### src/rtl/ahblite_busmatrix_inputstage_sys_if.sv
// SYS master port of the bus matrix: master address/response signals plus the
// request/accept/response handshake with the CODE, SRAM and SUB output stages.
interface ahblite_busmatrix_inputstage_sys_if;
  logic        HSEL;
  logic [31:0] HADDR;
  logic [1:0]  HTRANS;
  logic        HWRITE;
  logic [2:0]  HSIZE;
  logic [2:0]  HBURST;
  logic [3:0]  HPROT;
  logic        HREADY;
  logic        HREADYOUT;
  logic        HRESP;

  logic [31:0] HADDR_O;
  logic [1:0]  HTRANS_O;
  logic        HWRITE_O;
  logic [2:0]  HSIZE_O;
  logic [2:0]  HBURST_O;
  logic [3:0]  HPROT_O;

  logic        REQ_CODE;
  logic        REQ_SRAM;
  logic        REQ_SUB;
  logic        ACTIVE_CODE;
  logic        ACTIVE_SRAM;
  logic        ACTIVE_SUB;
  logic        HREADYOUT_CODE;
  logic        HREADYOUT_SRAM;
  logic        HREADYOUT_SUB;
  logic        HRESP_CODE;
  logic        HRESP_SRAM;
  logic        HRESP_SUB;

  modport slave (
    input  HSEL, HADDR, HTRANS, HWRITE, HSIZE, HBURST, HPROT, HREADY,
    output HREADYOUT, HRESP,
    output HADDR_O, HTRANS_O, HWRITE_O, HSIZE_O, HBURST_O, HPROT_O,
    output REQ_CODE, REQ_SRAM, REQ_SUB,
    input  ACTIVE_CODE, ACTIVE_SRAM, ACTIVE_SUB,
    input  HREADYOUT_CODE, HREADYOUT_SRAM, HREADYOUT_SUB,
    input  HRESP_CODE, HRESP_SRAM, HRESP_SUB
  );

  modport master (
    output HSEL, HADDR, HTRANS, HWRITE, HSIZE, HBURST, HPROT, HREADY,
    input  HREADYOUT, HRESP,
    input  HADDR_O, HTRANS_O, HWRITE_O, HSIZE_O, HBURST_O, HPROT_O,
    input  REQ_CODE, REQ_SRAM, REQ_SUB,
    output ACTIVE_CODE, ACTIVE_SRAM, ACTIVE_SUB,
    output HREADYOUT_CODE, HREADYOUT_SRAM, HREADYOUT_SUB,
    output HRESP_CODE, HRESP_SRAM, HRESP_SUB
  );
endinterface

### src/rtl/ahblite_busmatrix_inputstage_sys.sv
// SYS input stage: decodes the master address phase, holds it while the target
// output stage is busy, and routes the data-phase response back to the master.
module ahblite_busmatrix_inputstage_sys (
  input logic                               HCLK,
  input logic                               HRESETn,
  ahblite_busmatrix_inputstage_sys_if.slave bus
);

  typedef enum logic [1:0] {
    TGT_CODE = 2'd0,
    TGT_SRAM = 2'd1,
    TGT_SUB  = 2'd2,
    TGT_NONE = 2'd3
  } tgt_e;

  typedef enum logic [2:0] {
    DP_NONE = 3'd0,
    DP_CODE = 3'd1,
    DP_SRAM = 3'd2,
    DP_SUB  = 3'd3,
    DP_ERR1 = 3'd4,
    DP_ERR2 = 3'd5
  } dp_e;

  function automatic dp_e tgt_to_dp(tgt_e t);
    case (t)
      TGT_CODE: return DP_CODE;
      TGT_SRAM: return DP_SRAM;
      TGT_SUB:  return DP_SUB;
      default:  return DP_NONE;
    endcase
  endfunction

  function automatic logic active_of(tgt_e t, logic a_code, logic a_sram, logic a_sub);
    case (t)
      TGT_CODE: return a_code;
      TGT_SRAM: return a_sram;
      TGT_SUB:  return a_sub;
      default:  return 1'b0;
    endcase
  endfunction

  logic        pend;
  tgt_e        hold_tgt_p1;
  logic [31:0] hold_addr_p1;
  logic [1:0]  hold_trans_p1;
  logic        hold_write_p1;
  logic [2:0]  hold_size_p1;
  logic [2:0]  hold_burst_p1;
  logic [3:0]  hold_prot_p1;

  dp_e  dp, dp_nxt;
  tgt_e live_tgt, req_tgt;
  logic valid, live_mapped, live_active, held_active;
  logic accept_live, capture, release_held, err_valid;
  logic hready_out, hresp_out;

  // Address phase decode
  always_comb begin
    live_tgt = TGT_NONE;
    case (bus.HADDR[31:29])
      3'b000:  live_tgt = TGT_CODE;
      3'b001:  live_tgt = TGT_SRAM;
      3'b010:  live_tgt = TGT_SUB;
      default: live_tgt = TGT_NONE;
    endcase
  end

  assign valid        = bus.HSEL & bus.HTRANS[1] & bus.HREADY;
  assign live_mapped  = (live_tgt != TGT_NONE);
  assign live_active  = active_of(live_tgt, bus.ACTIVE_CODE, bus.ACTIVE_SRAM, bus.ACTIVE_SUB);
  assign held_active  = active_of(hold_tgt_p1, bus.ACTIVE_CODE, bus.ACTIVE_SRAM, bus.ACTIVE_SUB);

  assign accept_live  = ~pend & valid & live_mapped & live_active;
  assign capture      = ~pend & valid & live_mapped & ~live_active;
  assign release_held = pend & held_active;
  assign err_valid    = ~pend & valid & ~live_mapped;

  // Holding register: only loaded when empty, so it is stable for the whole wait
  always_ff @(posedge HCLK or negedge HRESETn) begin
    if (!HRESETn) begin
      pend          <= 1'b0;
      hold_tgt_p1   <= TGT_CODE;
      hold_addr_p1  <= '0;
      hold_trans_p1 <= '0;
      hold_write_p1 <= 1'b0;
      hold_size_p1  <= '0;
      hold_burst_p1 <= '0;
      hold_prot_p1  <= '0;
    end else if (capture) begin
      pend          <= 1'b1;
      hold_tgt_p1   <= live_tgt;
      hold_addr_p1  <= bus.HADDR;
      hold_trans_p1 <= bus.HTRANS;
      hold_write_p1 <= bus.HWRITE;
      hold_size_p1  <= bus.HSIZE;
      hold_burst_p1 <= bus.HBURST;
      hold_prot_p1  <= bus.HPROT;
    end else if (release_held) begin
      pend          <= 1'b0;
    end
  end

  assign bus.HADDR_O  = pend ? hold_addr_p1  : bus.HADDR;
  assign bus.HTRANS_O = pend ? hold_trans_p1 : bus.HTRANS;
  assign bus.HWRITE_O = pend ? hold_write_p1 : bus.HWRITE;
  assign bus.HSIZE_O  = pend ? hold_size_p1  : bus.HSIZE;
  assign bus.HBURST_O = pend ? hold_burst_p1 : bus.HBURST;
  assign bus.HPROT_O  = pend ? hold_prot_p1  : bus.HPROT;

  assign req_tgt      = pend ? hold_tgt_p1 : (valid ? live_tgt : TGT_NONE);
  assign bus.REQ_CODE = HRESETn & (req_tgt == TGT_CODE);
  assign bus.REQ_SRAM = HRESETn & (req_tgt == TGT_SRAM);
  assign bus.REQ_SUB  = HRESETn & (req_tgt == TGT_SUB);

  // Data-phase owner
  always_ff @(posedge HCLK or negedge HRESETn) begin
    if (!HRESETn) dp <= DP_NONE;
    else          dp <= dp_nxt;
  end

  // A captured transfer has no data phase yet, so the owner drops to NONE until release
  always_comb begin
    dp_nxt = dp;
    if (release_held)      dp_nxt = tgt_to_dp(hold_tgt_p1);
    else if (accept_live)  dp_nxt = tgt_to_dp(live_tgt);
    else if (capture)      dp_nxt = DP_NONE;
    else if (err_valid)    dp_nxt = DP_ERR1;
    else if (dp == DP_ERR1) dp_nxt = DP_ERR2;
    else if (hready_out)   dp_nxt = DP_NONE;
  end

  always_comb begin
    hready_out = 1'b1;
    hresp_out  = 1'b0;
    if (pend) begin
      hready_out = 1'b0;
      hresp_out  = 1'b0;
    end else begin
      case (dp)
        DP_ERR1: begin hready_out = 1'b0;               hresp_out = 1'b1;            end
        DP_ERR2: begin hready_out = 1'b1;               hresp_out = 1'b1;            end
        DP_CODE: begin hready_out = bus.HREADYOUT_CODE; hresp_out = bus.HRESP_CODE;  end
        DP_SRAM: begin hready_out = bus.HREADYOUT_SRAM; hresp_out = bus.HRESP_SRAM;  end
        DP_SUB:  begin hready_out = bus.HREADYOUT_SUB;  hresp_out = bus.HRESP_SUB;   end
        default: begin hready_out = 1'b1;               hresp_out = 1'b0;            end
      endcase
    end
  end

  assign bus.HREADYOUT = hready_out;
  assign bus.HRESP     = hresp_out;

endmodule

### src/flat_wrapper.sv
// flat-port wrapper written by rule: the top's interface ports become plain ports
module ahblite_busmatrix_inputstage_sys_flat 
  (HCLK, HRESETn, bus_HSEL, bus_HADDR, bus_HTRANS, bus_HWRITE, bus_HSIZE, bus_HBURST, bus_HPROT, bus_HREADY, bus_HREADYOUT, bus_HRESP, bus_HADDR_O, bus_HTRANS_O, bus_HWRITE_O, bus_HSIZE_O, bus_HBURST_O, bus_HPROT_O, bus_REQ_CODE, bus_REQ_SRAM, bus_REQ_SUB, bus_ACTIVE_CODE, bus_ACTIVE_SRAM, bus_ACTIVE_SUB, bus_HREADYOUT_CODE, bus_HREADYOUT_SRAM, bus_HREADYOUT_SUB, bus_HRESP_CODE, bus_HRESP_SRAM, bus_HRESP_SUB);
  ahblite_busmatrix_inputstage_sys_if bus_i ();
  input logic HCLK;
  input logic HRESETn;
  input wire logic [$bits(bus_i.HSEL)-1:0] bus_HSEL;
  input wire logic [$bits(bus_i.HADDR)-1:0] bus_HADDR;
  input wire logic [$bits(bus_i.HTRANS)-1:0] bus_HTRANS;
  input wire logic [$bits(bus_i.HWRITE)-1:0] bus_HWRITE;
  input wire logic [$bits(bus_i.HSIZE)-1:0] bus_HSIZE;
  input wire logic [$bits(bus_i.HBURST)-1:0] bus_HBURST;
  input wire logic [$bits(bus_i.HPROT)-1:0] bus_HPROT;
  input wire logic [$bits(bus_i.HREADY)-1:0] bus_HREADY;
  output wire logic [$bits(bus_i.HREADYOUT)-1:0] bus_HREADYOUT;
  output wire logic [$bits(bus_i.HRESP)-1:0] bus_HRESP;
  output wire logic [$bits(bus_i.HADDR_O)-1:0] bus_HADDR_O;
  output wire logic [$bits(bus_i.HTRANS_O)-1:0] bus_HTRANS_O;
  output wire logic [$bits(bus_i.HWRITE_O)-1:0] bus_HWRITE_O;
  output wire logic [$bits(bus_i.HSIZE_O)-1:0] bus_HSIZE_O;
  output wire logic [$bits(bus_i.HBURST_O)-1:0] bus_HBURST_O;
  output wire logic [$bits(bus_i.HPROT_O)-1:0] bus_HPROT_O;
  output wire logic [$bits(bus_i.REQ_CODE)-1:0] bus_REQ_CODE;
  output wire logic [$bits(bus_i.REQ_SRAM)-1:0] bus_REQ_SRAM;
  output wire logic [$bits(bus_i.REQ_SUB)-1:0] bus_REQ_SUB;
  input wire logic [$bits(bus_i.ACTIVE_CODE)-1:0] bus_ACTIVE_CODE;
  input wire logic [$bits(bus_i.ACTIVE_SRAM)-1:0] bus_ACTIVE_SRAM;
  input wire logic [$bits(bus_i.ACTIVE_SUB)-1:0] bus_ACTIVE_SUB;
  input wire logic [$bits(bus_i.HREADYOUT_CODE)-1:0] bus_HREADYOUT_CODE;
  input wire logic [$bits(bus_i.HREADYOUT_SRAM)-1:0] bus_HREADYOUT_SRAM;
  input wire logic [$bits(bus_i.HREADYOUT_SUB)-1:0] bus_HREADYOUT_SUB;
  input wire logic [$bits(bus_i.HRESP_CODE)-1:0] bus_HRESP_CODE;
  input wire logic [$bits(bus_i.HRESP_SRAM)-1:0] bus_HRESP_SRAM;
  input wire logic [$bits(bus_i.HRESP_SUB)-1:0] bus_HRESP_SUB;
  assign bus_i.HSEL = bus_HSEL;
  assign bus_i.HADDR = bus_HADDR;
  assign bus_i.HTRANS = bus_HTRANS;
  assign bus_i.HWRITE = bus_HWRITE;
  assign bus_i.HSIZE = bus_HSIZE;
  assign bus_i.HBURST = bus_HBURST;
  assign bus_i.HPROT = bus_HPROT;
  assign bus_i.HREADY = bus_HREADY;
  assign bus_HREADYOUT = bus_i.HREADYOUT;
  assign bus_HRESP = bus_i.HRESP;
  assign bus_HADDR_O = bus_i.HADDR_O;
  assign bus_HTRANS_O = bus_i.HTRANS_O;
  assign bus_HWRITE_O = bus_i.HWRITE_O;
  assign bus_HSIZE_O = bus_i.HSIZE_O;
  assign bus_HBURST_O = bus_i.HBURST_O;
  assign bus_HPROT_O = bus_i.HPROT_O;
  assign bus_REQ_CODE = bus_i.REQ_CODE;
  assign bus_REQ_SRAM = bus_i.REQ_SRAM;
  assign bus_REQ_SUB = bus_i.REQ_SUB;
  assign bus_i.ACTIVE_CODE = bus_ACTIVE_CODE;
  assign bus_i.ACTIVE_SRAM = bus_ACTIVE_SRAM;
  assign bus_i.ACTIVE_SUB = bus_ACTIVE_SUB;
  assign bus_i.HREADYOUT_CODE = bus_HREADYOUT_CODE;
  assign bus_i.HREADYOUT_SRAM = bus_HREADYOUT_SRAM;
  assign bus_i.HREADYOUT_SUB = bus_HREADYOUT_SUB;
  assign bus_i.HRESP_CODE = bus_HRESP_CODE;
  assign bus_i.HRESP_SRAM = bus_HRESP_SRAM;
  assign bus_i.HRESP_SUB = bus_HRESP_SUB;
  ahblite_busmatrix_inputstage_sys u_core (.HCLK(HCLK), .HRESETn(HRESETn), .bus(bus_i));
endmodule
### config.mk
export PLATFORM = sky130hd
export DESIGN_NAME = ahblite_busmatrix_inputstage_sys_flat
export DESIGN_NICKNAME = d
export VERILOG_FILES = /design/src/rtl/ahblite_busmatrix_inputstage_sys_if.sv /design/src/rtl/ahblite_busmatrix_inputstage_sys.sv /design/src/flat_wrapper.sv
export SDC_FILE = /design/constraint.sdc
export NUM_CORES = 1
export LEC_CHECK = 0
export ABC_AREA = 1
export CAP_MARGIN = 20
export CORE_UTILIZATION = 35
export CTS_CLUSTER_SIZE = 8
export DETAILED_ROUTE_END_ITERATION = 16
export GPL_TIMING_DRIVEN = 0
export PLACE_DENSITY = 0.77
export SLEW_MARGIN = 20
export SYNTH_ARGS = -nofsm -noshare
export SYNTH_HDL_FRONTEND = slang
export SYNTH_SLANG_ARGS = --single-unit
export TNS_END_PERCENT = 20
### constraint.sdc
create_clock -name HCLK -period 3.9 [get_ports HCLK]
set_input_delay 1.17 -clock HCLK [delete_from_list [all_inputs] [get_ports HCLK]]
set_output_delay 1.17 -clock HCLK [all_outputs]
set_load 0.02 [all_outputs]
---- After elaboration in Yosys (flattened, before gate mapping) ----
Cells that the tools add are included.
word-level totals
  flip-flop bits (word level) ............. 51
  output and inout port bits .............. 50
operators by class
  equal/unequal tests ..................... 14
  multiplexer cells ....................... 25
  bitwise gates (word level) .............. 14
  reduce and logical (&&, ||, !) cells .... 7
operators by type and width
  kind                                                  count
  2-to-1 mux 32 bit                                     1
  2-to-1 mux 3 bit                                      8
  one-hot mux 2 bit (3 select lines)                    3
  AND 1 bit                                             11
  equality test 3 x 2 -> 1 bit (second input constant)  3
  one-hot mux 1 bit (4 select lines)                    2
  equality test 2 x 1 -> 1 bit (second input constant)  3
  equality test 2 bit (second input constant)           3
  equality test 3 x 1 -> 1 bit (second input constant)  2
  equality test 3 bit (second input constant)           2
  logical NOT 2 bit                                     3
  2-to-1 mux 2 bit                                      3
  one-hot mux 1 bit (3 select lines)                    2
  nonzero test 6 bit                                    1
  2-to-1 mux 1 bit                                      5
  2-to-1 mux 4 bit                                      1
  logical NOT 3 bit                                     1
  NOT 1 bit                                             3
  != test 2 bit (second input constant)                 1
  nonzero test 2 bit                                    1
  OR reduction 2 bit                                    1

---- Logic depth before layout (Yosys ltp) ----
Gate-level depths: netlist (run 1).
  depth after elaboration ................. 9
  gate-level depth with buffers ........... 14
  depth with buffers taken out ............ 14

---- Least setup slack after synthesis (run 1) ----
OpenSTA, ideal clock, no wires.
  path kind ............................... input to output
  start point ............................. input bus_HADDR[31]
  end point ............................... output bus_REQ_SRAM
  arrival time ............................ 2640 ps
  data required time ...................... 2730 ps
  setup slack ............................. 90 ps
  stages on the path ...................... 12
  cell sequence ........................... nor2_4 > inv_1 > nor2_1 > inv_1 > ha_1 > inv_1 > nor2_2 > nor2_4 > inv_1 > o22ai_1 > nand2_1 > nor2_1
on the way
  longest elaborated chain between the ends .. 6
  elaborated cells on any way between the ends .. 8
  classes of those cells .................. 3 x eq/ne; 3 x mux; 1 x bitwise; 1 x reduce/logical
RTL lines
  element                                               RTL line                                 source
  start, declared                                       flat_wrapper.sv:8                        input wire logic [$bits(bus_i.HADDR)-1:0] bus_HADDR;
  equality test 3 x 2 -> 1 bit (tied with other cells)  ahblite_busmatrix_inputstage_sys.sv:61   case (bus.HADDR[31:29])
  one-hot mux 2 bit (3 select lines) (*)                ahblite_busmatrix_inputstage_sys.sv:61
  2-to-1 mux 2 bit (*) (2 in a row)                     ahblite_busmatrix_inputstage_sys.sv:111  assign req_tgt = pend ? hold_tgt_p1 : (valid ? live_tgt : TGT_NONE);
  equality test 2 x 1 -> 1 bit (*)                      ahblite_busmatrix_inputstage_sys.sv:113  assign bus.REQ_SRAM = HRESETn & (req_tgt == TGT_SRAM);
  AND 1 bit (*)                                         ahblite_busmatrix_inputstage_sys.sv:113
  end, declared                                         flat_wrapper.sv:24                       output wire logic [$bits(bus_i.REQ_SRAM)-1:0] bus_REQ_SRAM;
Mark *: on every way between the ends. The rest lies on a longest branch, timed or not.

---- Worst setup path after layout (run 1) ----
  start point ............................. input bus_HREADYOUT_CODE
  end point ............................... output bus_HREADYOUT
on the way
  longest elaborated chain between the ends .. 2
RTL lines
  element                             RTL line                                 source
  start, declared                     flat_wrapper.sv:29                       input wire logic [$bits(bus_i.HREADYOUT_CODE)-1:0] bus_HREADYOUT_CODE;
  one-hot mux 1 bit (4 select lines)  ahblite_busmatrix_inputstage_sys.sv:140  case (dp)
  2-to-1 mux 1 bit                    ahblite_busmatrix_inputstage_sys.sv:136  if (pend) begin
  end, declared                       flat_wrapper.sv:15                       output wire logic [$bits(bus_i.HREADYOUT)-1:0] bus_HREADYOUT;
Every way passes these cells.

==> results_dict.tcl, run 1 <==
set metrics [dict create \
    status "complete, no violations" \
    area_delta_synth_final_pct 45.7 \
    drive_gt1_frac 0.0994 \
    power.density_mw_per_mm2 628 \
    synth.distinct_cells 23 \
    synth_top_area_share 0.438 \
    clock.fmax_ghz 0.264 \
    yosysTopAreaCell "dfrtp_1" \
    post-place-ws_ns -1.04 \
    hold_viol_final 0 \
    insertion_delay_ns 0.31 \
    ys_ff_latch 51 \
    tns_ns 0 \
    synthTopCellsByArea "dfrtp_1 44%, nand2_1 15%, o21ai_0 9.6%, inv_1 8.6%, o21ai_1 5.2%" \
    io_pins 108 \
    syn_nets 459 \
    synth_area_mm2 0.00291 \
    worstPathMaxFanout 4 \
    leakage_nw 2.02 \
    finalWeightedCongestion 0.759 \
    rows 32 \
    drt-pass1-iter-count 4 \
    root_buffer "clkbuf_8" \
    crit_path_end_kind "output port" \
    start_util 0.369 \
    cts.path.max_buffers 2 \
    cp.required_ns 2.73 \
    grt_pass1_vias 2720 \
    yosysMostFrequentCell "nand2_1" \
    setup_viol 0 \
    ys.flop_type "dfrtp_1" \
    start_kind "primary input" \
    worstSetupPathType "in -> out" \
    io_buffers 107 \
    drc 0 \
    rr_startpoint "u_core.pend" \
    hpwl_um 5600 \
    path_clk_slew_ns 0.10 \
    cts_buffers 5 \
    yosys-top-cells-count "116 x nand2_1, 67 x inv_1, 56 x o21ai_0" \
    diodes 0 \
    vias_per_cell 4.68 \
    yosysSeqAreaShare 0.438 \
    layout_min_cycle_time_ns 3.79 \
    wl_per_cell_um 12.5 \
    ys_async_sr_fraction 1.00 \
    max_slew_margin 0.552 \
    drt_iter0_drc 124 \
    synthesis.instances 394 \
    cap_violations 0 \
    fin_area_mm2 0.00424 \
    dpl_cell_area_mm2 0.00411 \
    p_total_w 0.00267 \
    setup_slack_ns 0.110 \
    overflow 0 \
    ant_nets 0 \
    synth-edff-count 0 \
    avgSynthCellArea_um2 7.39 \
    ys_warn_count 0 \
    worst_slew_pin_slew_ns 0.673 \
    core-area_mm2 0.00789 \
    fp.dieArea_mm2 0.00869 \
    grt_max_degree 54 \
    antenna_found_initial 0 \
    skew_ns 0.00498 \
    drt-total-wl_um 7690 \
    nNetsFinal 577 \
    vias 2878 \
    finalCritPeriodShare 0.972 \
    hold_path.class "reg -> reg" \
    crit_chain "clkdlybuf4s50_1, nand4_1, nand2_1, o21ai_1, inv_1, clkdlybuf4s50_1" \
    slew_violations 0 \
    grt_pass1_wl_um 12600 \
    die_height_um 93.2 \
    slowest_delay_ns 0.59 \
    crit_path_frequent_cell "clkdlybuf4s50_1" \
    cp_slowest_cell "clkdlybuf4s50_1" \
    critPathLaunch "bus_HREADYOUT_CODE" \
    h-tree-depth 2 \
    grt_use_total 0.183 \
    peakVddDrop_v 0.000268 \
    cts_hold_buf 0 \
    die_x_um 93.2 \
    num-fill-cells 722 \
    hold_path_startpoint "u_core.hold_trans_p1[1]" \
    cts_tree "done" \
    cts_sinks 51 \
    cp.arrival_ns 2.62 \
]
==> report_power, final <==
| group | internal [W] | switching (W) | total, W |
|---|---|---|---|
| clock network | 0.000146 | 0.000182 | 0.000328 |
| registers | 0.000747 | 0.000134 | 0.000881 |
| logic | 0.000649 | 0.000809 | 0.00146 |
| total | 0.00154 | 0.00113 | 0.00267 |
==> cells in the final DEF, fill, tap and decap left out, types with 2 or more instances in the layout <==
cell	instances
o21ai_2	10
clkbuf_1	10
nor2_1	8
clkbuf_8	6
inv_2	3
o21ai_0	55
nor2_4	4
nor2_2	2
dfrtp_1	51
ha_1	7
clkdlybuf4s50_1	100
a21oi_1	3
buf_4	6
buf_6	7
inv_1	64
buf_1	2
nand2_2	2
clkbuf_2	2
o21ai_1	31
nand2_1	116
nand3_1	11
buf_2	3
==> path summary, 6_finish.rpt <==
path                       slack [ns]  cells after the start                      end
hold / removal                   0.46                      2  u_core.hold_trans_p1[1]
hold reg to reg                  0.46                      2  u_core.hold_trans_p1[1]
max in group asynchronous        2.56                      1     u_core.hold_write_p1
setup / recovery                 0.11                      6            bus_HREADYOUT
min in group asynchronous        0.88                      1  u_core.hold_addr_p1[20]
setup reg to reg                 2.29                     10   u_core.hold_addr_p1[4]
==> cell type report <==
type	instances	area, um2	share of cell area
buffer	20	130	0.0307
multi-input combinational	256	1280	0.302
sequential	51	1280	0.301
clock buffer	7	86.3	0.0203
timing repair buffer	111	1080	0.255
tap	102	128	0.0301
clock inverter	1	8.76	0.00206
inverter	67	251	0.0593
==> logic make-up after synthesis <==
logic type	count (synthesis)	synth area share
AND/OR/NAND/NOR	146	0.208
flip-flops	51	0.438
buffers and inverters	87	0.131
AO/OA/AOI/OAI	103	0.193
adder cells (fa/ha/maj)	7	0.0301
==> per-stage QoR <==
stage | hold slack [ns] | utilization | std cells
2_1_floorplan | 0.419 | - | 394
3_3_place_gp | 0.433 | 0.521 | 603
3_5_place_dp | 0.438 | 0.521 | 603
4_1_cts | 0.463 | 0.537 | 614
5_1_grt | 0.494 | 0.538 | 615
6_report | 0.461 | 0.538 | 615
==> flip-flops by register name, indices dropped and copies added, names as in the netlist <==
signal	flops
u_core.dp	3
u_core.hold_addr_p1	32
u_core.hold_burst_p1	3
u_core.hold_prot_p1	4
u_core.hold_size_p1	3
u_core.hold_tgt_p1	2
u_core.hold_trans_p1	2
u_core.hold_write_p1	1
u_core.pend	1
==> metal layers <==
layer  track usage  wire [um]
met4        0.0474         51
met2         0.304       3750
met5             0          0
met1         0.244       3460
met3        0.0374        422
==> worst max-delay path: cells and delay by family <==
kind | cells | cell delay [ns]
buffers and inverters | 3 | 1.14
AND/OR/NAND/NOR | 2 | 0.19
AO/OA/AOI/OAI | 1 | 0.12
==> timing repair <==
action / CTS / global route
resized for setup: 22 / 6
buffers inserted: 3 / 1
pin swaps: 5 / 4
setup endpoints to repair: 4 / 3
Power figures use the tool's default switching activity.
==> inputs of run 2 (changes only) <==
Settings changed: ABC_AREA 1 to 0, CORE_UTILIZATION 35 to 45, PLACE_DENSITY 0.77 to 0.91, SLEW_MARGIN 20 to not set.
==> results_dict.tcl, run 2 <==
set metrics [dict create \
    drc 0 \
    grt_max_degree 28 \
    ys.flop_type "dfrtp_1" \
    final_common_cell "clkdlybuf4s50_1" \
    worst-path-buf-inv 2 \
    insertion_delay_ns 0.30 \
    top_register "u_core.hold_addr_p1" \
    peakVddDrop_v 0.000365 \
    ys_async_sr_fraction 1.00 \
    num-fill-cells 508 \
    wl_per_cell_um 16.8 \
    tns_ns 0 \
    cp.arrival_ns 2.64 \
    power.density_mw_per_mm2 658 \
    whs_ns 0.480 \
    slew_violations 0 \
    yosysMostFrequentCell "dfrtp_1" \
    worstSetupPathType "in -> out" \
    status "complete, no violations" \
    leakage_nw 1.98 \
    cts_buffers 5 \
    top_usage_layer "met2" \
    hpwl_um 5070 \
    cap_violations 0 \
    drt_iter0_drc 74 \
    yosys-top-cells-count "51 x dfrtp_1, 45 x mux2_2, 44 x mux2_4" \
    fp.dieArea_mm2 0.00699 \
    cp.required_ns 2.73 \
    met3_usage 0.0425 \
    ant_nets 0 \
    grt_pass1_vias 2359 \
    skew_ns 0.0112 \
    hold_viol_final 0 \
    ys_warn_count 0 \
    path_clk_slew_ns 0.08 \
    finalCritPeriodShare 0.977 \
    grt_use_total 0.203 \
    rrSetupSlack_ns 1.83 \
    cts.path.max_buffers 2 \
    synth_top_area_share 0.426 \
    nNetsFinal 406 \
    syn_nets 287 \
    crit_family "buffers and inverters" \
    finalWeightedCongestion 0.778 \
    synth_area_mm2 0.00300 \
    grt_pass1_wl_um 11300 \
    root_buffer "clkbuf_8" \
    avgSynthCellArea_um2 13.5 \
    diodes 0 \
    grt_use_met2 0.358 \
    io_buffers 107 \
    drive_gt1_frac 0.365 \
    hold_path.class "reg -> reg" \
    antenna_found_initial 0 \
    rsz0062_at_grt "false" \
    slowest_delay_ns 0.53 \
    cts_sinks 51 \
    die_x_um 83.6 \
    vias_per_cell 5.28 \
    worstPathMaxFanout 8 \
    layout_min_cycle_time_ns 3.81 \
    synthesis.instances 222 \
    synthTopCellsByArea "dfrtp_1 43%, mux2_4 22%, mux2_2 17%, ha_1 2.9%, buf_6 2.3%" \
    area_delta_synth_final_pct 43.9 \
    die_height_um 83.6 \
    worst_slew_pin_slew_ns 0.651 \
    synth.distinct_cells 34 \
    cts_tree "done" \
    yosysTopAreaCell "dfrtp_1" \
    crit_chain "clkdlybuf4s50_1, nand4b_4, nand2b_1, o22ai_2, nor3b_2, buf_4" \
    core-area_mm2 0.00639 \
    setup_viol 0 \
    drt-total-wl_um 7040 \
    rows 29 \
    final_cell_mix "98 x clkdlybuf4s50_1, 51 x dfrtp_1, 45 x mux2_2, 44 x mux2_4, 9 x nand2_1" \
    yosysSeqAreaShare 0.426 \
    start_util 0.469 \
    max_slew_margin 0.566 \
    overflow 0 \
    h-tree-depth 2 \
    io_pins 108 \
    ys_ff_latch 51 \
    crit_path_end_kind "output port" \
    start_kind "primary input" \
    grt_use_met1 0.248 \
    vias 2214 \
    largestRegisters "u_core.hold_addr_p1 x32, u_core.hold_prot_p1 x4" \
    drt-pass1-iter-count 4 \
    clock.fmax_ghz 0.263 \
    synth-edff-count 0 \
    largest_register_ffs 32 \
    cp_slowest_cell "clkdlybuf4s50_1" \
]
-- run 2: layer usage --
metal / wire (um) / vias to the layer above
met5: 0 / -
met4: 112 / 0
met3: 351 / 12
met2: 3580 / 69
met1: 3000 / 1094
li1: - / 1039
-- run 2: worst paths after layout --
kind	start	endpoint	cells after the start
worst min register to register	u_core.hold_trans_p1[1]	u_core.hold_trans_p1[1]	1
worst max-delay path	bus_HTRANS[1]	bus_REQ_SRAM	6
worst max register to register	u_core.pend	u_core.hold_addr_p1[6]	6
min in group asynchronous	HRESETn	u_core.hold_addr_p1[15]	1
max in group asynchronous	HRESETn	u_core.dp[0]	2
worst min-delay path	u_core.hold_trans_p1[1]	u_core.hold_trans_p1[1]	1
-- run 2: repair_timing --
| item | 4_1_cts | 5_1_grt |
|---|---|---|
| pin swaps | 2 | 2 |
| hold buffers | 0 | 0 |
| gates resized for setup | 27 | 12 |
| setup endpoints to repair | 4 | 4 |
| setup buffers | 3 | 1 |
-- run 2: through the flow --
stage	util	area [um2]	cells	setup WS [ns]	total power (W)
floorplan	-	3000	222	0.162	0.00192
global placement	0.652	4160	406	-1.62	0.00248
detailed placement	0.654	4180	407	-1.10	0.00253
CTS	0.675	4310	418	0.0130	0.00285
global route	0.675	4310	419	0.00150	0.00299
finish	0.675	4310	419	0.0912	0.00284
-- run 2: final cells by class --
class                           instances  area [um2]  area share
Buffer                                 13        95.1      0.0221
Timing Repair Buffer                  112        1090       0.253
Inverter                                7        26.3     0.00609
Tap cell                               77        96.3      0.0223
Sequential cell                        51        1280       0.296
Multi-Input combinational cell        151        1640       0.381
Clock inverter                          2        12.5     0.00290
Clock buffer                            6        72.6      0.0168
-- run 2: kinds of logic (layout without fill, tap and decap cells) --
| family | after synthesis | count (layout) | synth area share |
|---|---|---|---|
| AO/OA/AOI/OAI | 20 | 20 | 0.0460 |
| adder cells (fa/ha/maj) | 7 | 7 | 0.0292 |
| buffers and inverters | 20 | 140 | 0.0405 |
| flip-flops | 51 | 51 | 0.426 |
| multiplexers | 90 | 90 | 0.393 |
| AND/OR/NAND/NOR | 34 | 34 | 0.0652 |
-- run 2: power breakdown --
group	internal (W)	switching [W]	total [W]
Combinational	0.000933	0.000680	0.00161
Clock	0.000126	0.000170	0.000295
Sequential	0.000771	0.000155	0.000927
Total	0.00183	0.00101	0.00284
==> inputs of run 3 (changes only) <==
--- a/config.mk
+++ b/config.mk
@@ -8,3 +8,2 @@
 export ABC_AREA = 0
-export CAP_MARGIN = 20
 export CORE_UTILIZATION = 45
==> constraint.sdc (replaced) <==
create_clock -name HCLK -period 3.9 [get_ports HCLK]
set_input_delay 0.39 -clock HCLK [delete_from_list [all_inputs] [get_ports HCLK]]
set_output_delay 0.39 -clock HCLK [all_outputs]
set_load 0.02 [all_outputs]
==> results_dict.tcl, run 3 (synthesis results as in run 2) <==
set metrics [dict create \
    hold_viol_final 0 \
    cap_violations 0 \
    rows 29 \
    cp_slowest_cell "clkdlybuf4s50_1" \
    crit_family "buffers and inverters" \
    path_clk_slew_ns 0.09 \
    cp.required_ns 3.51 \
    hpwl_um 5070 \
    nNetsFinal 402 \
    slew_violations 0 \
    final_cell_mix "106 x clkdlybuf4s50_1, 51 x dfrtp_1, 45 x mux2_2, 44 x mux2_4, 10 x nand2_1" \
    top_register "u_core.hold_addr_p1" \
    drt-pass1-iter-count 4 \
    rrSetupSlack_ns 1.83 \
    start_kind "primary input" \
    grt_pass1_wl_um 11100 \
    diodes 0 \
    fp.dieArea_mm2 0.00699 \
    grt_pass1_vias 2304 \
    root_buffer "clkbuf_8" \
    worst_slew_pin_slew_ns 0.641 \
    clock.fmax_ghz 0.291 \
    leakage_nw 1.93 \
    cts_sinks 51 \
    overflow 0 \
    wl_met2_um 3500 \
    vias 2174 \
    final_util 0.668 \
    finalWeightedCongestion 0.778 \
    largest_register_ffs 32 \
    highest_layer "met4" \
    regArea_mm2 0.00128 \
    cts_tree "done" \
    cp_num_cells 9 \
    skew_ns 0.00950 \
    drive_gt1_frac 0.317 \
    wl_met1_um 2950 \
    area_delta_synth_final_pct 42.3 \
    crit_chain "clkdlybuf4s50_1, nor3b_1, inv_1, ha_1, o21ai_0, nand2b_1, o22ai_1, nor3b_1, clkdlybuf4s50_1" \
    drt-total-wl_um 6890 \
    die_height_um 83.6 \
    status "complete, no violations" \
    hold_path.class "in -> async" \
    vias_per_cell 5.24 \
    cts_buffers 5 \
    met3_wirelength_um 352 \
    slowest_delay_ns 0.64 \
    max_slew_margin 0.573 \
    timing.rr.end "u_core.hold_addr_p1[6]" \
    p_total_w 0.00283 \
    layout_min_cycle_time_ns 3.43 \
    power.density_mw_per_mm2 663 \
    reg2regPathDepth 6 \
    grt_max_degree 28 \
    cts.path.max_buffers 2 \
    drc 0 \
    cts_resized 0 \
    final_common_cell "clkdlybuf4s50_1" \
    post_cts_buffers 0 \
    cp.arrival_ns 3.04 \
    finalCritPeriodShare 0.880 \
    drt_iter0_drc 86 \
    crit_path_end_kind "output port" \
    multi_input_area_mm2 0.00160 \
    die_x_um 83.6 \
    start_util 0.469 \
    whs_ns 0.0977 \
    antenna_found_initial 0 \
    worst-path-buf-inv 3 \
    ant_nets 0 \
    core-area_mm2 0.00639 \
    insertion_delay_ns 0.30 \
    cts_hold_buf 0 \
    largestRegisters "u_core.hold_addr_p1 x32, u_core.hold_prot_p1 x4" \
    io_buffers 107 \
    wl_per_cell_um 16.6 \
    worstPathMaxFanout 7 \
    worstSetupPathType "in -> out" \
    setup_viol 0 \
    num-fill-cells 520 \
    io_pins 108 \
    h-tree-depth 2 \
    peakVddDrop_v 0.000365 \
    rsz0062_at_grt "false" \
    rr_startpoint "u_core.pend" \
    grt_use_total 0.198 \
]
==> run 3: cell types whose count changed in the layout (fill, tap and decap cells not counted), sizes merged <==
cell           previous run  this run
clkbuf                   14        12
buf                      17         9
dlymetal6s2s              1         0
dlygate4sd2               1         0
clkdlybuf4s50            98       106
==> run 3: power by group <==
group | leakage (nW) | switching [W] | internal (W) | total [W]
clock | 0.0412 | 0.000172 | 0.000126 | 0.000298
combinational | 1.26 | 0.000668 | 0.000936 | 0.00160
sequential | 0.624 | 0.000153 | 0.000771 | 0.000924
total | 1.93 | 0.000993 | 0.00183 | 0.00283
==> run 3: cell type report <==
| cell class | instances | share of cell area |
|---|---|---|
| clock inverters | 2 | 0.00294 |
| clock buffers | 6 | 0.0170 |
| multi-input cells | 151 | 0.375 |
| repair buffers | 108 | 0.255 |
| flip-flops and latches | 51 | 0.299 |
| well taps | 77 | 0.0226 |
| inverters | 7 | 0.00616 |
| plain buffers | 13 | 0.0223 |
==> run 3: worst max-delay path by stage <==
stage | end | slack [ns] | from
6_report | bus_REQ_SRAM | 0.47 | bus_HADDR[29]
5_1_grt | bus_REQ_SRAM | 0.29 | bus_HADDR[29]
4_1_cts | bus_REQ_SRAM | 0.45 | bus_HADDR[29]
3_5_place_dp | bus_REQ_SRAM | 0.46 | bus_HADDR[29]
3_3_place_gp | bus_REQ_SRAM | -0.06 | HRESETn
2_1_floorplan | u_core.hold_addr_p1[0] | 1.61 | bus_HADDR[31]
==> run 3: routing by layer <==
layer,vias to the layer above,GRT usage
met2,67,0.345
li1,1023,-
met3,10,0.0425
met4,0,0.0493
met1,1074,0.249
met5,-,0
==> run 3: stage by stage <==
stage | setup TNS, ns | instances | instance area [um2] | worst slack (ns)
after floorplan | 0 | 222 | 3000 | 1.61
after CTS | 0 | 415 | 4260 | 0.453
final | 0 | 415 | 4260 | 0.469
after global routing | 0 | 415 | 4260 | 0.289
after global placement | -0.177 | 406 | 4160 | -0.0650
after detailed placement | 0 | 407 | 4180 | 0.464
